## config.mk

```make
export PLATFORM = sky130hd
export DESIGN_NAME = mul_div_unit
export DESIGN_NICKNAME = d
export VERILOG_FILES = /design/src/rtl/md_pkg.sv /design/src/rtl/md_fix_sign.sv /design/src/rtl/mul_div_unit.sv
export SDC_FILE = /design/constraint.sdc
export NUM_CORES = 1
export LEC_CHECK = 0
export ABC_AREA = 0
export CAP_MARGIN = 20
export CORE_ASPECT_RATIO = 0.6
export CORE_MARGIN = 4
export CORE_UTILIZATION = 45
export CTS_BUF_LIST = sky130_fd_sc_hd__clkbuf_4
export DETAILED_ROUTE_END_ITERATION = 7
export SYNTH_ARGS = -nofsm -noshare
export SYNTH_HDL_FRONTEND = slang
export SYNTH_HIERARCHICAL = 1
export SYNTH_SLANG_ARGS = --single-unit
```

## constraint.sdc

```tcl
create_clock -name clk -period 13.1 [get_ports clk]
set_input_delay 3.93 -clock clk [delete_from_list [all_inputs] [get_ports clk]]
set_output_delay 3.93 -clock clk [all_outputs]
set_load 0.01 [all_outputs]
```

## src/rtl/md_pkg.sv

```systemverilog
`default_nettype none
// ============================================================================
//  Module      : md_pkg
//  Description : Shared definitions for the iterative multiply/divide unit:
//                operation encodings, FSM state encoding and default width.
//  Revision    : 1.0 - initial release
// ============================================================================
package md_pkg;

    localparam int MD_WIDTH = 32;

    localparam logic [1:0] MD_MULT  = 2'b00;
    localparam logic [1:0] MD_MULTU = 2'b01;
    localparam logic [1:0] MD_DIV   = 2'b10;
    localparam logic [1:0] MD_DIVU  = 2'b11;

    typedef enum logic [1:0] {
        ST_IDLE = 2'd0,
        ST_CALC = 2'd1,
        ST_FIX  = 2'd2,
        ST_DONE = 2'd3
    } md_state_t;

endpackage
`default_nettype wire

```

## src/rtl/md_fix_sign.sv

```systemverilog
`default_nettype none
// ============================================================================
//  Module      : md_fix_sign
//  Description : Conditional two's-complement negation. Used to take operand
//                magnitudes and to restore the sign of products, quotients
//                and remainders.
//  Revision    : 1.0 - initial release
// ============================================================================
module md_fix_sign #(
    parameter int W = 32
) (
    input  logic [W-1:0] value,
    input  logic         negate,
    output logic [W-1:0] result
);

    assign result = negate ? (~value + 1'b1) : value;

endmodule
`default_nettype wire

```

## src/rtl/mul_div_unit.sv

```systemverilog
`default_nettype none
// ============================================================================
//  Module      : mul_div_unit
//  Description : Iterative radix-2 multiply/divide unit holding HI/LO.
//                MULT/MULTU use shift-add, DIV/DIVU use restoring division;
//                signed ops run on magnitudes and are sign-corrected in FIX.
//                Optional macro MD_HILO_WRITE_EN adds hi_we/lo_we/wdata
//                ports for direct HI/LO writes while idle.
//  Revision    : 1.0 - initial release
// ============================================================================
module mul_div_unit
    import md_pkg::*;
#(
    parameter int WIDTH = MD_WIDTH,
    parameter int CNT_W = 6
) (
    input  logic             clk,
    input  logic             rst,
    input  logic             start,
    input  logic [1:0]       op,
    input  logic [WIDTH-1:0] a,
    input  logic [WIDTH-1:0] b,
`ifdef MD_HILO_WRITE_EN
    input  logic             hi_we,
    input  logic             lo_we,
    input  logic [WIDTH-1:0] wdata,
`endif
    output logic             busy,
    output logic             done,
    output logic             div_zero,
    output logic [WIDTH-1:0] hi,
    output logic [WIDTH-1:0] lo
);

    md_state_t          r_state;
    md_state_t          w_next;
    logic               r_is_div;
    logic               r_signed;
    logic               r_sign_a;
    logic               r_sign_b;
    logic               r_dz;
    logic [WIDTH-1:0]   r_mag_a;
    logic [WIDTH-1:0]   r_mag_b;
    logic [2*WIDTH-1:0] r_acc;     // product, or {unused, dividend/quotient}
    logic [WIDTH-1:0]   r_rem;     // partial remainder (always < divisor)
    logic [CNT_W-1:0]   r_cnt;
    logic [WIDTH-1:0]   r_hi;
    logic [WIDTH-1:0]   r_lo;

    // Operand magnitudes: signed ops (op[0]==0) take |x|
    logic [WIDTH-1:0] w_abs_a;
    logic [WIDTH-1:0] w_abs_b;

    md_fix_sign #(.W(WIDTH)) u_abs_a (.value(a), .negate(~op[0] & a[WIDTH-1]), .result(w_abs_a));
    md_fix_sign #(.W(WIDTH)) u_abs_b (.value(b), .negate(~op[0] & b[WIDTH-1]), .result(w_abs_b));

    // One shift-add multiply step: add multiplicand when LSB set, shift right
    logic [WIDTH:0]     w_sum;
    logic [2*WIDTH-1:0] w_mul_next;
    assign w_sum      = {1'b0, r_acc[2*WIDTH-1:WIDTH]} + {1'b0, (r_acc[0] ? r_mag_a : {WIDTH{1'b0}})};
    assign w_mul_next = {w_sum, r_acc[WIDTH-1:1]};

    // One restoring divide step: shift in next dividend bit, trial-subtract
    logic [WIDTH:0]   w_shift;
    logic             w_ge;
    logic [WIDTH-1:0] w_diff;
    assign w_shift = {r_rem, r_acc[WIDTH-1]};
    assign w_ge    = (w_shift >= {1'b0, r_mag_b});
    assign w_diff  = w_shift[WIDTH-1:0] - r_mag_b;

    // Sign restoration applied during FIX
    logic [2*WIDTH-1:0] w_prod_fix;
    logic [WIDTH-1:0]   w_quo_fix;
    logic [WIDTH-1:0]   w_rem_fix;
    logic               w_sdiff;
    assign w_sdiff = r_signed & (r_sign_a ^ r_sign_b);

    md_fix_sign #(.W(2*WIDTH)) u_fix_prod (.value(r_acc), .negate(w_sdiff & ~r_is_div), .result(w_prod_fix));
    md_fix_sign #(.W(WIDTH))   u_fix_quo  (.value(r_acc[WIDTH-1:0]), .negate(w_sdiff & r_is_div), .result(w_quo_fix));
    md_fix_sign #(.W(WIDTH))   u_fix_rem  (.value(r_rem), .negate(r_signed & r_is_div & r_sign_a), .result(w_rem_fix));

    // With a zero divisor every trial subtract succeeds, so the remainder
    // ends up as |a| and its sign fix reproduces the raw operand a; only the
    // quotient needs forcing to all ones.
    logic [WIDTH-1:0] w_res_hi;
    logic [WIDTH-1:0] w_res_lo;
    assign w_res_hi = r_is_div ? w_rem_fix : w_prod_fix[2*WIDTH-1:WIDTH];
    assign w_res_lo = r_is_div ? (r_dz ? {WIDTH{1'b1}} : w_quo_fix) : w_prod_fix[WIDTH-1:0];

    // State register
    always_ff @(posedge clk or posedge rst) begin
        if (rst) begin
            r_state <= ST_IDLE;
        end else begin
            r_state <= w_next;
        end
    end

    // Next-state logic
    always_comb begin
        w_next = r_state;
        case (r_state)
            ST_IDLE: if (start) w_next = ST_CALC;
            ST_CALC: if (r_cnt == CNT_W'(WIDTH - 1)) w_next = ST_FIX;
            ST_FIX:  w_next = ST_DONE;
            ST_DONE: w_next = ST_IDLE;
            default: w_next = ST_IDLE;
        endcase
    end

    // Operand latch, iteration datapath and HI/LO registers
    always_ff @(posedge clk or posedge rst) begin
        if (rst) begin
            r_is_div <= 1'b0;
            r_signed <= 1'b0;
            r_sign_a <= 1'b0;
            r_sign_b <= 1'b0;
            r_dz     <= 1'b0;
            r_mag_a  <= '0;
            r_mag_b  <= '0;
            r_acc    <= '0;
            r_rem    <= '0;
            r_cnt    <= '0;
            r_hi     <= '0;
            r_lo     <= '0;
        end else begin
            case (r_state)
                ST_IDLE: begin
                    r_cnt <= '0;
`ifdef MD_HILO_WRITE_EN
                    if (hi_we) r_hi <= wdata;
                    if (lo_we) r_lo <= wdata;
`endif
                    if (start) begin
                        r_is_div <= op[1];
                        r_signed <= ~op[0];
                        r_sign_a <= a[WIDTH-1];
                        r_sign_b <= b[WIDTH-1];
                        r_dz     <= op[1] & (b == '0);
                        r_mag_a  <= w_abs_a;
                        r_mag_b  <= w_abs_b;
                        r_rem    <= '0;
                        r_acc    <= {{WIDTH{1'b0}}, (op[1] ? w_abs_a : w_abs_b)};
                    end
                end
                ST_CALC: begin
                    r_cnt <= r_cnt + 1'b1;
                    if (r_is_div) begin
                        r_rem               <= w_ge ? w_diff : w_shift[WIDTH-1:0];
                        r_acc[WIDTH-1:0]    <= {r_acc[WIDTH-2:0], w_ge};
                    end else begin
                        r_acc <= w_mul_next;
                    end
                end
                ST_FIX: begin
                    r_hi <= w_res_hi;
                    r_lo <= w_res_lo;
                end
                default: begin
                end
            endcase
        end
    end

    assign busy     = (r_state == ST_CALC) || (r_state == ST_FIX);
    assign done     = (r_state == ST_DONE);
    assign div_zero = done & r_dz;
    assign hi       = r_hi;
    assign lo       = r_lo;

endmodule
`default_nettype wire

```

# Word-level counts from Yosys, hierarchy flattened
# Cells that the tools add are included.
word_totals:
  latch_bits: 0
  output_inout_bits: 67
  rom_bits: 0
  ramBits: 0
  register_bits: 237
  n_memories: 0
  word_cells: 79
classes:
  reduce_logical: 9
  n_bitwise: 17
  n_eq_ne: 8
  n_addsub: 8
  div: 0
  n_mul: 0
  shift: 0
  mux: 22
  magnitude_cmp: 1
op_table:
  columns: ["cell", "count"]
  rows:
  - ["two-way mux 32 bit", 14]
  - ["adder 32 x 1 -> 32 bit, second input constant", 4]
  - ["two-way mux 64 bit", 2]
  - ["NOT 32 bit", 4]
  - ["one-hot mux 64 bit (2 select lines)", 1]
  - ["adder 64 x 1 -> 64 bit, second input constant", 1]
  - ["NOT 64 bit", 1]
  - ["one-hot mux 32 bit (2 select lines)", 1]
  - ["adder 32 x 32 -> 33 bit", 1]
  - ["greater-or-equal comparator 33 x 32 -> 1 bit", 1]
  - ["zero test 32 bit", 1]
  - ["subtractor 32 bit", 1]
  - ["one-hot mux 6 bit (2 select lines)", 1]
  - ["bitwise AND 1 bit", 9]
  - ["!= test 2 bit, second input constant", 4]
  - ["one-hot mux 2 bit (4 select lines)", 1]
  - ["adder 6 x 1 -> 6 bit, second input constant", 1]
  - ["== test 6 x 5 -> 1 bit, second input constant", 1]
  - ["AND reduction 2 bit", 3]
  - ["AND reduction 3 bit", 2]
  - ["== test 2 bit, second input constant", 2]
  - ["two-way mux 2 bit", 2]
  - ["== test 2 x 1 -> 1 bit, second input constant", 1]
  - ["zero test 2 bit", 1]
  - ["other kinds (4)", 5]

# Logic depth before layout (Yosys ltp)
depth:
  word_depth: 6
  ltp_mapped: 14
  depth_no_buf: 13

# Modules after synthesis
# The synthesis kept the hierarchy.
by_module_without_submodules:
  columns: ["module", "cells_each", "n_inst", "seq_area_each_um2", "area_per_inst_um2"]
  rows:
  - ["mul_div_unit", 1509, 1, 5930.7, 14252.4]
  - ["md_fix_sign at u_abs_a ...", 99, 4, 0.0, 777.0]
  - ["md_fix_sign at u_fix_prod", 197, 1, 0.0, 1530.2]

# Worst setup path after synthesis
# No wires, ideal clock.
synth_timing:
  path_type: "input to register"
  from: "in a[6]"
  to: "reg r_acc[27]"
  required_time_ns: 12.967
  arrival_time_ns: 5.428
  setup_slack_ns: 7.539
  cell_stages: 7
  path_buffers: 0
  cell_sequence: "nor4_4 > nand4b_2 > o41ai_2 > xnor2_1 > mux2_2 > a21oi_1 > o21ai_0"
synth_between:
  elab_chain_cells: 6
synth_lines:
  columns: ["item", "line_no", "text"]
  rows:
  - ["start, declared", "mul_div_unit.sv:21", "input logic [WIDTH-1:0] a,"]
  - ["NOT 32 bit", "md_fix_sign.sv:17", "assign result = negate ? (~value + 1'b1) : value;"]
  - ["adder 32 x 1 -> 32 bit", "md_fix_sign.sv:17", null]
  - ["two-way mux 32 bit", "md_fix_sign.sv:17", null]
  - ["net w_abs_a[27]", "mul_div_unit.sv:51", "logic [WIDTH-1:0] w_abs_a;"]
  - ["two-way mux 32 bit", "mul_div_unit.sv:143", "r_acc <= {{WIDTH{1'b0}}, (op[1] ? w_abs_a : w_abs_b)};"]
  - ["two-way mux 64 bit", "mul_div_unit.sv:134", "if (start) begin"]
  - ["one-hot mux 64 bit (2 select lines)", "mul_div_unit.sv:127", "case (r_state)"]
  - ["end signal, assigned", "mul_div_unit.sv:143", null]
  - ["end signal, assigned by index", "mul_div_unit.sv:150", "r_acc[WIDTH-1:0] <= {r_acc[WIDTH-2:0], w_ge};"]
  - ["end signal, assigned", "mul_div_unit.sv:152", "r_acc <= w_mul_next;"]
  - ["end, declared", "mul_div_unit.sv:44", "logic [2*WIDTH-1:0] r_acc;"]
# The timed path passes the listed nets, and every way through them passes these cells. The select of a mux whose other input is x is not followed.
# A chain may end at the register's enable or synchronous reset.

# Worst setup path after layout
layout_timing:
  from: "reg r_state[1]"
  to: "out busy"
layout_between:
  elab_chain_cells: 2
  elab_cells_between_ends: 3
  classes_between: "eq/ne (2); reduce/logical (1)"
layout_lines:
  columns: ["item", "line_no", "text"]
  rows:
  - ["start, declared", "mul_div_unit.sv:35", "md_state_t r_state;"]
  - ["start signal, assigned", "mul_div_unit.sv:95", "r_state <= w_next;"]
  - ["== test 2 x 1 -> 1 bit / == test 2 bit (equally long branches)", "mul_div_unit.sv:165", "assign busy = (r_state == ST_CALC) || (r_state == ST_FIX);"]
  - ["logical OR 1 bit *", "mul_div_unit.sv:165", null]
  - ["end, declared", "mul_div_unit.sv:28", "output logic busy,"]
# Mark *: on every way between the ends. The rest lies on a longest branch, timed or not.

==> results.json <==
{
  "status": "completed",
  "via_count": 17000,
  "synthArstFlopShare": 1.00,
  "r2r_slack_ns": 9.39,
  "syn_avg_cell_area_um2": 8.99,
  "ant_nets": 0,
  "cp-end-kind": "output port",
  "arrival_ns": 2.13,
  "netlist_area_um2": 18900,
  "tightestPinTransition_ns": 1.01,
  "startpoint_type": "flop",
  "worstPathCellList": "inv_1 > ha_1 > clkdlybuf4s50_1",
  "drive_gt1_frac": 0.139,
  "crit_family": "buffers and inverters",
  "post-place-ws_ns": 6.41,
  "postSynthCellCount": 2102,
  "synth_cell_types": 89,
  "clock_skew_ns": 0.0434,
  "wl_per_cell_um": 22.9,
  "r2r-start": "r_acc[31]$_DFFE_PP0P_",
  "first_global_vias": 15900,
  "synth_flop_cell": "dfrtp_1",
  "endpoint": "busy",
  "crit_cells": 3,
  "cts_buffers": 67,
  "cp_slowest_cell": "clkdlybuf4s50_1",
  "post_cts_buffers": 0,
  "cp-startpoint": "r_state[1]$_DFFE_PP0P_",
  "min_path_type": "flop to flop",
  "synth_edf_count": 0,
  "layout_commonest_cell": "dfrtp_1",
  "relSlewSlack": 0.325,
  "ff2ff_path_depth": 12,
  "dieWidth_um": 273,
  "max-vdd-ir-drop_mv": 0.118,
  "powerDensity_nw_per_um2": 221,
  "final_cell_mix": "dfrtp_1 (236), xnor2_1 (206), nand2_1 (204)",
  "area.growth.synth_to_final_pct": 14.4,
  "hpwl_mm": 49.3,
  "die_y_um": 167,
  "slowest_delay_ns": 0.56,
  "gp_congestion": 0.936,
  "port-buffer-count": 135,
  "setup_viol_count_final": 0,
  "clockBufferDepth": 3,
  "dr.first_iter.drc_count": 1790,
  "hold_buffers": 0,
  "nets": 2368,
  "ys_warn_count": 6,
  "slew_violations": 0,
  "cts_sinks": 237,
  "max_freq_mhz": 165,
  "critical_path_class": "flop to output port",
  "whs_ns": 0.498,
  "cts.repair.resized": 0,
  "leakage_nw": 8.87,
  "clockRootBuffer": "clkbuf_4",
  "ios": 136,
  "finalSetupTns_ns": 0,
  "fp.dieArea_um2": 45400,
  "routed_via_density": 6.02,
  "clock_latency_ns": 0.77,
  "core_area_um2": 40900,
  "grt_pass1_wl_mm": 99.4,
  "period_share": 0.462,
  "first_pass_iters": 5,
  "drv_cap": 0,
  "synth_seq_area_share": 0.314,
  "path_max_fanout": 4,
  "wirelength_mm": 64.7,
  "initial_core_util": 0.461,
  "worstPathRequired_ns": 9.17,
  "num-fill-cells": 3845,
  "reg2reg_to": "r_rem[24]$_DFFE_PP0P_",
  "ys_seq_elements": 237,
  "core.rowCount": 57,
  "cts_tree": "built",
  "htree_levels": 3,
  "overflow": 0,
  "timing.final.ws_setup_ns": 7.04,
  "drc": 0,
  "path_clk_slew_ns": 0.06,
  "rsz0062_at_grt": "false",
  "grt.total_usage": 0.282,
  "hold_violations": 0,
  "grt_max_degree": 100,
  "fin_crit_ns": 6.06,
  "synth_nets": 2248,
  "antenna_found_initial": 6,
  "worst-path-buf-inv": 2
}
-- metrics by stage --
stage / utilization / cell area, um2 / std cells / total power [mW]
CTS: 0.527 / 21600 / 2827 / 4.77
detailed placement: 0.506 / 20700 / 2712 / 4.01
finish: 0.528 / 21600 / 2829 / 4.77
global placement: 0.506 / 20700 / 2711 / 3.95
floorplan: - / 18900 / 2102 / 3.11
global route: 0.528 / 21600 / 2829 / 5.14
-- layout make-up --
type | count | area, um2 | area share
sequential | 237 | 5930 | 0.275
multi-input combinational | 1661 | 12200 | 0.564
clock buffer | 99 | 743 | 0.0344
antenna | 1 | 2.50 | 0.000116
tap | 560 | 701 | 0.0324
clock inverter | 16 | 114 | 0.00527
timing repair buffer | 158 | 1560 | 0.0724
inverter | 97 | 372 | 0.0172
-- metal layers --
layer | global-route usage | part of all wire
met1 | 0.446 | 0.50
met2 | 0.376 | 0.38
met3 | 0.0814 | 0.10
met4 | 0.0546 | 0.014
met5 | 0 | 0
-- cells in the mapped netlist (all sizes together), types with 7 or more instances --
library cell / n / area [um2]
nand2: 207 / 782
and2: 35 / 220
nand4: 26 / 184
nor2: 113 / 424
o21ai: 210 / 1050
nor3: 20 / 105
a22o: 9 / 78.8
nand2b: 31 / 201
nand3: 38 / 190
or2: 7 / 46.3
mux2i: 81 / 811
a21o: 21 / 158
a211oi: 10 / 80.1
o21a: 15 / 113
o221ai: 39 / 342
or2b: 8 / 60.1
mux2: 99 / 1110
or4: 10 / 86.3
or3: 17 / 106
xnor2: 206 / 1800
xor2: 27 / 236
dfrtp: 237 / 5930
nor2b: 12 / 75.1
a21oi: 114 / 571
clkbuf: 69 / 259
buf: 37 / 180
o31ai: 57 / 457
inv: 97 / 364
o41ai: 50 / 596
ha: 75 / 938
nor4: 40 / 503
a31oi: 8 / 65.1
-- logic make-up (layout without fill, tap and decap cells) --
logic type	count (synthesis)	in the layout	synth area share
other	0	1	0
adder cells (fa/ha/maj)	77	77	0.0518
XOR/XNOR	233	233	0.108
AO/OA/AOI/OAI	576	576	0.208
multiplexers	180	180	0.102
AND/OR/NAND/NOR	595	595	0.174
flip-flops	237	237	0.314
buffers and inverters	204	370	0.0430
-- power by group --
group / switching [mW] / leakage (nW) / internal [mW]
Combinational: 1.47 / 5.38 / 1.12
Sequential: 0.427 / 2.98 / 1.03
Clock: 0.347 / 0.516 / 0.384
-- how the worst min path moves through the flow --
stage | start | to | cells past startpoint
3_5_place_dp | r_cnt[5]$_DFFE_PP0P_ | r_cnt[5]$_DFFE_PP0P_ | 1
4_1_cts | r_cnt[5]$_DFFE_PP0P_ | r_cnt[5]$_DFFE_PP0P_ | 1
3_3_place_gp | r_cnt[5]$_DFFE_PP0P_ | r_cnt[5]$_DFFE_PP0P_ | 1
6_report | r_cnt[5]$_DFFE_PP0P_ | r_cnt[5]$_DFFE_PP0P_ | 1
2_1_floorplan | r_cnt[5]$_DFFE_PP0P_ | r_cnt[5]$_DFFE_PP0P_ | 1
5_1_grt | r_cnt[5]$_DFFE_PP0P_ | r_cnt[5]$_DFFE_PP0P_ | 1
-- worst reg2reg max path: cells and delay by family, from the launching register on --
kind                     cells  cell delay (ns)
buffers and inverters        1             0.16
AO/OA/AOI/OAI                7             1.73
XOR/XNOR                     1             0.18
adder cells (fa/ha/maj)      2             0.65
AND/OR/NAND/NOR              1             0.19
flip-flops                   1             0.65
-- flip-flops by register name (all words and copies together), names as in the netlist --
register,cells
lo,32
r_mag_a,32
r_is_div,1
r_signed,1
r_mag_b,32
r_acc,64
r_sign_b,1
hi,32
r_state,2
r_sign_a,1
r_rem,32
r_dz,1
r_cnt,6
Note: power is estimated with default switching activity, not from simulation.
